**config.mk**
```make
export PLATFORM = sky130hd
export DESIGN_NAME = uart_rx_fifo
export DESIGN_NICKNAME = d
export VERILOG_FILES = /design/src/rtl/uart_rx_fifo.sv
export SDC_FILE = /design/constraint.sdc
export NUM_CORES = 1
export LEC_CHECK = 0
export ABC_AREA = 1
export CAP_MARGIN = 25
export CORE_ASPECT_RATIO = 1.25
export CORE_MARGIN = 5
export CORE_UTILIZATION = 50
export CTS_CLUSTER_DIAMETER = 120
export DETAILED_ROUTE_END_ITERATION = 10
export GPL_ROUTABILITY_DRIVEN = 0
export PLACE_DENSITY = 0.71
export SLEW_MARGIN = 30
export SYNTH_ARGS = -nofsm -noshare
export SYNTH_HDL_FRONTEND = slang
export SYNTH_SLANG_ARGS = --single-unit
```
**constraint.sdc**
```tcl
create_clock -name clk_50m -period 2.7 [get_ports clk_50m]
set_clock_uncertainty 0.15 [all_clocks]
set_input_delay 0.675 -clock clk_50m [delete_from_list [all_inputs] [get_ports clk_50m]]
set_output_delay 0.675 -clock clk_50m [all_outputs]
set_load 0.02 [all_outputs]
```
**src/rtl/uart_rx_fifo.sv**
```systemverilog
// 8N1 UART receiver with 16x oversampling feeding a circular byte FIFO.
// Sticky overrun/frame error flags, cleared by err_clr.
module uart_rx_fifo #(
    parameter int CLK_HZ     = 50000000,
    parameter int UART_BAUD  = 115200,
    parameter int FIFO_WIDTH = 8,
    parameter int FIFO_DEPTH = 16
) (
    input  logic                  clk_50m,
    input  logic                  reset,
    input  logic                  rx,
    input  logic                  fifo_rd_en,
    input  logic                  err_clr,
    output logic [FIFO_WIDTH-1:0] fifo_data_out,
    output logic                  fifo_empty,
    output logic                  fifo_full,
    output logic                  fifo_almost_full,
    output logic                  overrun,
    output logic                  frame_err
);

    localparam int DIV = CLK_HZ / (UART_BAUD * 16);
    localparam int DW  = (DIV > 1) ? $clog2(DIV) : 1;
    localparam int AW  = $clog2(FIFO_DEPTH);

    localparam logic [1:0] S_IDLE  = 2'd0;
    localparam logic [1:0] S_START = 2'd1;
    localparam logic [1:0] S_DATA  = 2'd2;
    localparam logic [1:0] S_STOP  = 2'd3;

    logic                  rx_m_q, rx_s_q, rx_prev_q;
    logic [DW-1:0]         div_q, div_d;
    logic                  tick;
    logic [1:0]            state_q, state_d;
    logic [3:0]            phase_q, phase_d;
    logic [2:0]            bit_q, bit_d;
    logic [FIFO_WIDTH-1:0] shift_q, shift_d;
    logic                  push_req, stop_bad;

    logic [FIFO_WIDTH-1:0] mem_q [FIFO_DEPTH];
    logic [AW:0]           wptr_q, wptr_d, rptr_q, rptr_d, count;
    logic [FIFO_WIDTH-1:0] dout_q, dout_d;
    logic                  ovr_q, ovr_d, ferr_q, ferr_d;
    logic                  push, pop;

    assign tick  = (div_q == DW'(DIV - 1));
    assign div_d = tick ? '0 : div_q + 1'b1;

    always_comb begin
        state_d  = state_q;
        phase_d  = phase_q;
        bit_d    = bit_q;
        shift_d  = shift_q;
        push_req = 1'b0;
        stop_bad = 1'b0;
        unique case (state_q)
            S_IDLE: begin
                // Edge, not level: a low line after a bad stop bit must rise first
                if (rx_prev_q && !rx_s_q) begin
                    phase_d = 4'd0;
                    state_d = S_START;
                end
            end
            S_START: begin
                if (tick) begin
                    if (phase_q == 4'd7) begin
                        phase_d = 4'd0;
                        bit_d   = 3'd0;
                        state_d = rx_s_q ? S_IDLE : S_DATA;
                    end else begin
                        phase_d = phase_q + 4'd1;
                    end
                end
            end
            S_DATA: begin
                if (tick) begin
                    phase_d = phase_q + 4'd1;
                    if (phase_q == 4'd15) begin
                        shift_d = {rx_s_q, shift_q[FIFO_WIDTH-1:1]};
                        bit_d   = bit_q + 3'd1;
                        if (bit_q == 3'd7) state_d = S_STOP;
                    end
                end
            end
            S_STOP: begin
                if (tick) begin
                    phase_d = phase_q + 4'd1;
                    if (phase_q == 4'd15) begin
                        push_req = rx_s_q;
                        stop_bad = !rx_s_q;
                        state_d  = S_IDLE;
                    end
                end
            end
            default: state_d = S_IDLE;
        endcase
    end

    assign count      = wptr_q - rptr_q;
    assign fifo_empty = (wptr_q == rptr_q);
    assign fifo_full  = (wptr_q[AW] != rptr_q[AW]) &&
                        (wptr_q[AW-1:0] == rptr_q[AW-1:0]);
    assign fifo_almost_full = (count >= (AW+1)'(FIFO_DEPTH - 2));

    // Decisions use registered flags, so a same-edge pop never frees a slot
    assign push = push_req && !fifo_full;
    assign pop  = fifo_rd_en && !fifo_empty;

    always_comb begin
        wptr_d = push ? wptr_q + 1'b1 : wptr_q;
        rptr_d = pop ? rptr_q + 1'b1 : rptr_q;
        dout_d = pop ? mem_q[rptr_q[AW-1:0]] : dout_q;
        ovr_d  = (push_req && fifo_full) || (ovr_q && !err_clr);
        ferr_d = stop_bad || (ferr_q && !err_clr);
    end

    always_ff @(posedge clk_50m) begin
        if (push) mem_q[wptr_q[AW-1:0]] <= shift_q;
    end

    always_ff @(posedge clk_50m or posedge reset) begin
        if (reset) begin
            rx_m_q    <= 1'b1;
            rx_s_q    <= 1'b1;
            rx_prev_q <= 1'b1;
            div_q     <= '0;
            state_q   <= S_IDLE;
            phase_q   <= 4'd0;
            bit_q     <= 3'd0;
            shift_q   <= '0;
            wptr_q    <= '0;
            rptr_q    <= '0;
            dout_q    <= '0;
            ovr_q     <= 1'b0;
            ferr_q    <= 1'b0;
        end else begin
            rx_m_q    <= rx;
            rx_s_q    <= rx_m_q;
            rx_prev_q <= rx_s_q;
            div_q     <= div_d;
            state_q   <= state_d;
            phase_q   <= phase_d;
            bit_q     <= bit_d;
            shift_q   <= shift_d;
            wptr_q    <= wptr_d;
            rptr_q    <= rptr_d;
            dout_q    <= dout_d;
            ovr_q     <= ovr_d;
            ferr_q    <= ferr_d;
        end
    end

    assign fifo_data_out = dout_q;
    assign overrun       = ovr_q;
    assign frame_err     = ferr_q;

endmodule

```
==> results.md, run 1 <==
* IO Pins at 18
* CTS tree: done
* Hold Fails Final Rpt at 0
* All-Layer GR Usage at 0.1916
* Synth warnings at 0
* Vias in the first global route at 5100
* Clock sinks at 173
* Gate Count Post-Synth at 774
* Combinational power share at 0.292
* Setup TNS at -0.06797 ns
* Total CTS buffers at 17
* Worst setup EP type: output pin
* Power per Cell Area at 877.5 nW/um^2
* FMAX at 361.3 MHz
* WL final at 16430 microns
* Top FF cell, synth: edfxtp_1
* Peak supply drop at 0.9126 mV
* Min Clock Period, post-route at 2.768 ns
* Sequential Power Share at 0.385
* Fin worst setup slack at -0.06797 ns
* DR iter-0 viols at 390
* Grt ovf at 0
* Clock Root Buffer: clkbuf_16
* Vias at 5259
* Hold WS at 0.2096 ns
* Port bufs at 17
* Die H at 149.5 microns
* Post-synth cell types at 31
* Fin util at 0.5835
* Rows at 51
* Ys async rst share at 0.2601
* Maximum buffer depth of the clock tree at 2
* Max-slew headroom at the worst pin at 0.4862
* Clock transition at path regs at 0.06 ns
* Post-DRT Antenna Nets at 0
* FF+latch count, synth at 173
* Sequential area share after synthesis at 0.6386
* Full die area at 18190 sq um
* Pleak at 4.051 nW
* Synth area leaders: edfxtp_1 (49%), dfrtp_1 (13%), nand2_1 (10%)
* CP Class: register to output pin
* Switching part of the total at 0.3287
* Setup violators final at 1
* Diodes inserted at 0
* CORE AREA at 15440 sq um
* Psw at 2.599 mW
* Crit path DAT at 1.94 ns
* Tcrit/Tclk final at 1.025
* DIE WIDTH at 121.6 microns
* H-tree Lvls at 4
* Starting density of the core at 0.5044
* Initial antenna violation count at 0
* Worst Max-Slew Pin Slew at 0.7708 ns
* Max Cap Violations at 0
* Share of layout cells above drive strength 1 at 0.1261
* Routed length per instance at 15.72 microns
* Area growth, synth to finish at 15.69%
* CP required at 1.88 ns
* Worst Hold Class: register to register
* Drt first pass iters at 6
* Residual DRC at 0
* RSZ-0062 raised after global routing: true
* CP Launch Type: register
* Max-slew violation count at 0
* Worst-path fanout max at 2
* EDFF count, synth at 128
* Clock Power Share at 0.322
* Final nets at 840
* Largest net degree at the start of global routing at 68
* Clk Latency, worst-skew pair at 0.42 ns
* Avg Cell Area, Syn at 10.06 sq um
* Mapped cell area at 7789 sq um
* First-pass GRT wire length at 26170 microns
* Failing checks: negative setup slack
* Net Count, Synth at 794
* Top cell type's share of synthesized area at 0.4935
* Outcome: complete, but fails checks
* Synth area leader: edfxtp_1
* Number of vias per cell at 5.033
* Pint at 5.308 mW
* DP HPWL at 10310 microns
-- Yosys cell counts, drive strengths merged, types with 3 or more instances --
cell type,instances
nand3,114
a21oi,22
xor2,10
buf,27
dfrtp,42
edfxtp,128
nor2,45
o21ai,16
inv,113
nand4,6
ha,14
dfstp,3
nand2,226
-- state kept, by name, summed over array words and instances, names as in the netlist, named ones only --
signal	cells
rx_s_q	1
phase_q	4
bit_q	3
rx_m_q	1
state_q	1
wptr_q	5
fifo_data_out	8
frame_err	1
overrun	1
mem_q	128
div_q	5
shift_q	8
rx_prev_q	1
rptr_q	5
-- cells in the final DEF (no fill, tap or decap), types with 3 or more instances in the layout --
cell / n
ha_1: 12
nand2_2: 6
o21ai_0: 14
nand4_1: 5
inv_4: 3
a21oi_1: 22
nand2_1: 216
dfrtp_1: 41
edfxtp_1: 128
nor2_1: 42
buf_4: 40
xor2_1: 10
clkdlybuf4s50_1: 14
dfstp_2: 3
nand2_4: 4
clkbuf_16: 22
inv_2: 8
clkinv_1: 3
nand3_1: 111
inv_1: 104
-- power groups by stage --
stage	clock, mW	sequential, mW	combinational (mW)
after global routing	2.71	3.06	2.54
after CTS	2.59	3.04	2.30
final	2.55	3.05	2.31
after global placement	0	3.09	2.23
after detailed placement	0	3.10	2.25
after floorplan	0	3.13	1.56
-- path summary, 6_finish.rpt --
kind	start	to	slack [ns]	cells past startpoint
worst max-delay path	wptr_q[0]$_DFFE_PP0P_	fifo_almost_full	-0.07	7
worst min-delay path	rx_m_q$_DFF_PP1_	rx_s_q$_DFF_PP1_	0.21	0
worst max register to register	rptr_q[0]$_DFFE_PP0P_	fifo_data_out[5]$_DFFE_PP0P_	0.33	9
worst min register to register	rx_m_q$_DFF_PP1_	rx_s_q$_DFF_PP1_	0.21	0
max in group asynchronous	reset	fifo_data_out[3]$_DFFE_PP0P_	1.31	3
min in group asynchronous	reset	div_q[3]$_DFF_PP0_	0.48	2
-- final cells by class --
class | count | area (sq um)
fill | 1294 | 6431
sequential | 173 | 4975
multi-input combinational | 458 | 2246
clock buffer | 25 | 581.8
timing repair buffer | 55 | 445.4
inverter | 115 | 434.2
tap | 212 | 265.3
clock inverter | 7 | 63.81
-- metrics by stage --
stage          total power [mW]  cells  worst slack (ns)  instance area [sq um]
2_1_floorplan             4.689    774           0.03468                   7789
3_3_place_gp              5.321   1010           -0.1599                   8318
3_5_place_dp              5.349   1010           -0.1725                   8318
4_1_cts                   7.934   1044           -0.1494                   8992
5_1_grt                   8.304   1045           -0.1565                   9011
6_report                  7.908   1045          -0.06797                   9011
-- metal layers --
| metal | share of wire | GRT usage | wire [microns] | up-vias |
|---|---|---|---|---|
| li1 | - | - | - | 2597 |
| met1 | 0.41 | 0.2402 | 6805 | 2496 |
| met2 | 0.52 | 0.3237 | 8468 | 143 |
| met3 | 0.048 | 0.04310 | 787 | 23 |
| met4 | 0.022 | 0.07511 | 364 | 0 |
| met5 | 0 | 0 | 0 | - |
-- worst max-delay path, cell delays in order (launching register included) --
cell and delay (ns):
dfrtp_1 0.38, inv_2 0.08, ha_4 0.12, inv_2 0.04, fa_2 0.51, nand4_1 0.09
o21ai_1 0.14, buf_4 0.16
-- cells by family (layout without fill, tap and decap cells) --
family                   Yosys count  in the layout  share of synthesized area
AND/OR/NAND/NOR                  395            395                     0.2231
flip-flops                       173            173                     0.6386
AO/OA/AOI/OAI                     38             38                    0.02442
adder cells (fa/ha/maj)           15             15                    0.02506
XOR/XNOR                          10             10                    0.01124
buffers and inverters            143            202                    0.07759
-- what timing repair did --
| item | 4_1_cts | 5_1_grt |
|---|---|---|
| buffers inserted | 2 | 1 |
| gates resized for setup | 19 | 5 |
| hold buffers | 0 | 0 |
| endpoints found under the setup margin | 3 | 3 |
| endpoints found under the hold margin | 0 | 0 |
| pin swaps | 4 | 3 |
(Power assumes the default switching activity.)
==> inputs of run 2 (changes only) <==
- CAP_MARGIN: 25 -> 20
- SKIP_CTS_REPAIR_TIMING: not set -> 1
==> run 2 against run 1 <==
  * The flow still finishes with violations (negative setup slack)
  * Cell count about the same
  * Hold slack about the same
  * Critical path depth unchanged
  * Non-clock buffer count down 1
  * Combinational power about the same
  * Setup slack worse by 0.049 ns
  * Sequential power about the same
  * Global-route usage down 0.13 points
  * Count of clock-buffer cells in the layout unchanged
  * Largest power group unchanged
  * Sequential share of layout area up 0.077 points
  * Clock power about the same
==> results.md, run 2 (same netlist as run 1, synthesis figures left out) <==
* Outcome: complete, but fails checks
* Failing checks: negative setup slack
* CORE AREA at 15440 sq um (unchanged)
* Pleak at 4.045 nW (-0.15%)
* IO Pins at 18 (unchanged)
* RSZ-0062 raised after global routing: true
* All-Layer GR Usage at 0.1903 (-0.001314)
* Clock Root Buffer: clkbuf_16
* CP required at 1.88 ns (about the same)
* First-pass GRT wire length at 26000 microns (-0.66%)
* Post-DRT Antenna Nets at 0 (unchanged)
* Worst R2R Path Depth at 9 (unchanged)
* Commonest non-fill, non-tap cells in the layout: nand2_1 (216), edfxtp_1 (128), nand3_1 (112)
* Starting density of the core at 0.5044 (unchanged)
* Most common cell after layout, fill and taps aside: nand2_1
* Max Cap Violations at 0 (unchanged)
* Residual DRC at 0 (unchanged)
* WL final at 16500 microns (+0.47%)
* Placed inst area at 8318 sq um (unchanged)
* Clock transition at path regs at 0.06 ns (about the same)
* Power per Cell Area at 879.4 nW/um^2 (+0.21%)
* Crit path DAT at 1.99 ns (+0.05 ns)
* Clock sinks at 173 (unchanged)
* CP Launch Type: register
* DP HPWL at 10310 microns (unchanged)
* Fin worst setup slack at -0.1170 ns (-0.04904 ns)
* Max-slew headroom at the worst pin at 0.4820 (-0.004173)
* Hold WS at 0.2095 ns (-0.00003700 ns)
* Full die area at 18190 sq um (unchanged)
* Rows at 51 (unchanged)
* Worst reg2reg setup slack at 0.32 ns (about the same)
* Fin util at 0.5827 (-0.0008100)
* Grt ovf at 0 (unchanged)
* Worst R2R Start: rptr_q[0]$_DFFE_PP0P_
* Setup violators final at 1 (unchanged)
* Vias in the first global route at 5062 (-0.75%)
* Max FFs per register at 128 (unchanged)
* Peak supply drop at 0.8774 mV (-3.9%)
* Hold Fails Final Rpt at 0 (unchanged)
* Design Area, Final at 8999 sq um (-0.14%)
* Worst hold start: rx_m_q$_DFF_PP1_
* Share of layout cells above drive strength 1 at 0.1238 (-0.002252)
* Total CTS buffers at 17 (unchanged)
* Cells after DPL at 1010 (unchanged)
* Worst Hold Class: register to register
* Max-slew violation count at 0 (unchanged)
* Min Clock Period, post-route at 2.817 ns (+0.04904 ns)
* Die H at 149.5 microns (unchanged)
* Area growth, synth to finish at 15.53%
* CP Class: register to output pin
* Maximum buffer depth of the clock tree at 2 (unchanged)
* FMAX at 355.0 MHz (-1.7%)
* Hold EP: rx_s_q$_DFF_PP1_
* CTS tree: done
* Vias at 5307 (+0.91%)
* Final nets at 839 (-0.12%)
* Worst R2R End: fifo_data_out[5]$_DFFE_PP0P_
* Diodes inserted at 0 (unchanged)
* Fill count at 1295 (+0.077%)
* Final std cells w/o fill at 1044 (-0.096%)
* Routed length per instance at 15.81 microns (+0.57%)
* DIE WIDTH at 121.6 microns (unchanged)
* Number of vias per cell at 5.083 (+1.0%)
* H-tree Lvls at 4 (unchanged)
* Worst setup EP type: output pin
* Worst-path fanout max at 2 (unchanged)
* Worst hold path cell count at 0 (unchanged)
* Clk Latency, worst-skew pair at 0.42 ns (about the same)
* DR iter-0 viols at 407 (+4.4%)
* Port bufs at 17 (unchanged)
* Drt first pass iters at 5 (-1)
* Worst Max-Slew Pin Slew at 0.7770 ns (+0.006259 ns)
* Largest net degree at the start of global routing at 68 (unchanged)
* Initial antenna violation count at 0 (unchanged)
* Setup TNS at -0.1170 ns (-0.04904 ns)
* Tcrit/Tclk final at 1.043 (+0.01816)
-- run 2: changes by cell type in the layout (fill, tap and decap cells not counted), sizes merged --
cell,change
buf,-2
clkbuf,+1
-- run 2: how the worst max path moves through the flow --
stage	startpoint	endpoint	slack, ns
final	wptr_q[0]$_DFFE_PP0P_	fifo_almost_full	-0.12
after global routing	wptr_q[0]$_DFFE_PP0P_	fifo_almost_full	-0.19
after CTS	wptr_q[0]$_DFFE_PP0P_	fifo_almost_full	-0.64
after detailed placement	wptr_q[0]$_DFFE_PP0P_	fifo_almost_full	-0.17
after global placement	wptr_q[0]$_DFFE_PP0P_	fifo_almost_full	-0.16
after floorplan	rptr_q[2]$_DFFE_PP0P_	fifo_almost_full	0.03
-- run 2: cell type report --
cell class,count,area (sq um),area share
flip-flops and latches,173,4975,0.5528
clock buffers,25,581.8,0.06466
clock inverters,7,63.81,0.007091
repair buffers,54,437.9,0.04867
well taps,212,265.3,0.02948
inverters,115,434.2,0.04825
multi-input cells,458,2241,0.2490
-- run 2: where the power goes --
| group | internal [mW] | switching, mW |
|---|---|---|
| clock | 1.59 | 0.956 |
| combinational | 0.765 | 1.55 |
| sequential | 2.95 | 0.0960 |
| total | 5.31 | 2.61 |
-- run 2: routing by layer --
layer	wire length (microns)	vias up	part of all wire	GRT usage
met4	327	0	0.020	0.07511
met1	6814	2549	0.41	0.2378
met5	0	-	0	0
met3	835	20	0.051	0.04461
li1	-	2597	-	-
met2	8524	141	0.52	0.3206
-- run 2: through the flow --
step,setup WS [ns],power (mW)
finish,-0.1170,7.913
global route,-0.1931,8.305
CTS,-0.6408,7.917
detailed placement,-0.1725,5.349
global placement,-0.1599,5.321
floorplan,0.03468,4.689
-- run 2: worst max-delay path, cell delays in order, from the launching register on --
cell     delay [ns]
dfrtp_1        0.39
inv_2          0.08
ha_4           0.12
inv_2          0.04
fa_2           0.52
nand4_1        0.08
o21ai_1        0.16
buf_4          0.16
==> inputs of run 3 (changes only) <==
- CAP_MARGIN: 20 -> not set
- GPL_TIMING_DRIVEN: not set -> 0
- PLACE_DENSITY: 0.71 -> 0.66
==> run 3 against run 2 <==
  * The run still ends with negative setup slack left
  * Count of clock-buffer cells in the layout is 2 lower
  * Sequential cell count stayed put
  * First-iteration DRC count is 37% higher
  * Critical path depth stayed put
  * Die area stayed put
  * Global-route usage is 1.6 points higher
  * Clock power hardly changed
  * Largest cell class unchanged
  * Largest power group unchanged
==> results.md, run 3 (same netlist as run 1, synthesis figures left out) <==
* Outcome: complete, but fails checks
* Failing checks: negative setup slack
* Port bufs at 17 (unchanged)
* First-pass GRT wire length at 27990 microns (+7.6%)
* Grt ovf at 0 (unchanged)
* Fin worst setup slack at -0.2124 ns (-0.09539 ns)
* Most common cell after layout, fill and taps aside: nand2_1
* Maximum buffer depth of the clock tree at 2 (unchanged)
* Largest net degree at the start of global routing at 27 (-60%)
* H-tree Lvls at 4 (unchanged)
* Crit path DAT at 2.09 ns (+0.10 ns)
* Die H at 149.5 microns (unchanged)
* Residual DRC at 0 (unchanged)
* Max FFs per register at 128 (unchanged)
* Power per Cell Area at 906.2 nW/um^2 (+3.1%)
* Worst reg2reg setup slack at 0.12 ns (-0.20 ns)
* Full die area at 18190 sq um (unchanged)
* Clock transition at path regs at 0.06 ns (about the same)
* Clock sinks at 173 (unchanged)
* Post-DRT Antenna Nets at 0 (unchanged)
* Hold EP: rx_s_q$_DFF_PP1_
* CP required at 1.88 ns (about the same)
* Routed length per instance at 16.84 microns (+6.6%)
* Final std cells w/o fill at 1049 (+0.48%)
* Switching part of the total at 0.3352 (+0.005703)
* CP Launch Type: register
* Worst R2R Path Depth at 9 (unchanged)
* Pint at 5.470 mW (+3.1%)
* Number of vias per cell at 5.181 (+1.9%)
* Cells after DPL at 1004 (-0.59%)
* Setup violators final at 3 (+2)
* Clock Root Buffer: clkbuf_16
* Peak supply drop at 0.7001 mV (-20%)
* Min Clock Period, post-route at 2.912 ns (+0.09539 ns)
* Worst R2R End: mem_q[15][0]$_DFFE_PP_
* DIE WIDTH at 121.6 microns (unchanged)
* CTS tree: done
* Tcrit/Tclk final at 1.079 (+0.03533)
* Power Total at 8.228 mW (+4.0%)
* Initial antenna violation count at 0 (unchanged)
* Final nets at 844 (+0.60%)
* Share of layout cells above drive strength 1 at 0.1493 (+0.02554)
* Worst setup path startpoint: wptr_q[0]$_DFFE_PP0P_
* Commonest non-fill, non-tap cells in the layout: nand2_1 (214), edfxtp_1 (128), nand3_1 (112)
* Worst hold path cell count at 0 (unchanged)
* Worst-path fanout max at 4 (+2)
* Diodes inserted at 0 (unchanged)
* Design Area, Final at 9080 sq um (+0.90%)
* IO Pins at 18 (unchanged)
* All-Layer GR Usage at 0.2060 (+0.01570)
* Worst setup EP type: output pin
* Psw at 2.758 mW (+5.8%)
* Pleak at 4.026 nW (-0.47%)
* DR iter-0 viols at 556 (+37%)
* RSZ-0062 raised after global routing: true
* Worst Hold Class: register to register
* Placed inst area at 8244 sq um (-0.89%)
* CP Class: register to output pin
* Worst R2R Start: rptr_q[3]$_DFFE_PP0P_
* Max-slew headroom at the worst pin at 0.4436 (-0.03839)
* DP HPWL at 11900 microns (+15%)
* Vias at 5435 (+2.4%)
* WL final at 17670 microns (+7.1%)
* Worst Max-Slew Pin Slew at 0.8346 ns (+0.05759 ns)
* Sequential Power Share at 0.372 (-0.013)
* Total CTS buffers at 17 (unchanged)
* Max-slew violation count at 0 (unchanged)
* FMAX at 343.4 MHz (-3.3%)
* Hold Fails Final Rpt at 0 (unchanged)
* Rows at 51 (unchanged)
* Clk Latency, worst-skew pair at 0.44 ns (+0.02 ns)
* Vias in the first global route at 5394 (+6.6%)
* Area growth, synth to finish at 16.58%
* Worst hold start: rx_m_q$_DFF_PP1_
* Drt first pass iters at 5 (unchanged)
* Clock Power Share at 0.308 (-0.014)
* Starting density of the core at 0.5044 (unchanged)
* CORE AREA at 15440 sq um (unchanged)
* Hold WS at 0.2071 ns (-0.002472 ns)
* Combinational power share at 0.320 (+0.027)
* Max Cap Violations at 0 (unchanged)
-- run 3: cell count changes in the layout (fill, tap and decap cells not counted), sizes merged --
cell	previous run	this run
clkinv	5	6
inv	115	111
buf	39	45
bufinv	1	3
clkinvlp	1	4
clkbuf	26	23
-- run 3: cell type report --
| type | instances | area, sq um |
|---|---|---|
| well taps | 212 | 265.3 |
| fillers | 1284 | 6362 |
| clock buffers | 23 | 478.0 |
| flip-flops and latches | 173 | 4975 |
| repair buffers | 33 | 306.5 |
| clock inverters | 9 | 135.1 |
| inverters | 115 | 450.4 |
| plain buffers | 26 | 180.2 |
| multi-input cells | 458 | 2290 |
-- run 3: metal layers --
metal  vias to the layer above  global-route usage  wire, microns
li1                       2622                   -              -
met5                         -                   0              0
met2                       188              0.3505           8936
met1                      2575              0.2477           7048
met4                         0              0.1015            747
met3                        50             0.04423            938
-- run 3: worst max-delay path, stage by stage, from the launching register on --
cell	delay (ns)
dfrtp_1	0.42
inv_2	0.10
ha_4	0.13
inv_2	0.04
fa_2	0.53
nand4_1	0.10
o21ai_2	0.18
buf_6	0.14
-- run 3: how the worst max path moves through the flow --
stage,cells after the start,to
finish,7,fifo_almost_full
global route,9,fifo_almost_full
CTS,8,fifo_almost_full
detailed placement,8,fifo_almost_full
global placement,8,fifo_almost_full
floorplan,9,fifo_almost_full
-- run 3: metrics by stage --
step | setup WS [ns] | util | TNS (ns)
global route | -0.2824 | 0.5880 | -0.4781
detailed placement | -0.6477 | 0.5339 | -42.26
floorplan | 0.03468 | - | 0
CTS | -1.118 | 0.5736 | -44.88
finish | -0.2124 | 0.5880 | -0.2811
global placement | -0.5862 | 0.5326 | -42.08
-- run 3: power groups by stage --
stage	logic (mW)	clock network [mW]	registers (mW)
2_1_floorplan	1.56	0	3.13
3_3_place_gp	2.33	0	3.09
3_5_place_dp	2.39	0	3.10
4_1_cts	2.40	2.55	3.04
5_1_grt	2.89	2.68	3.07
6_report	2.63	2.54	3.06
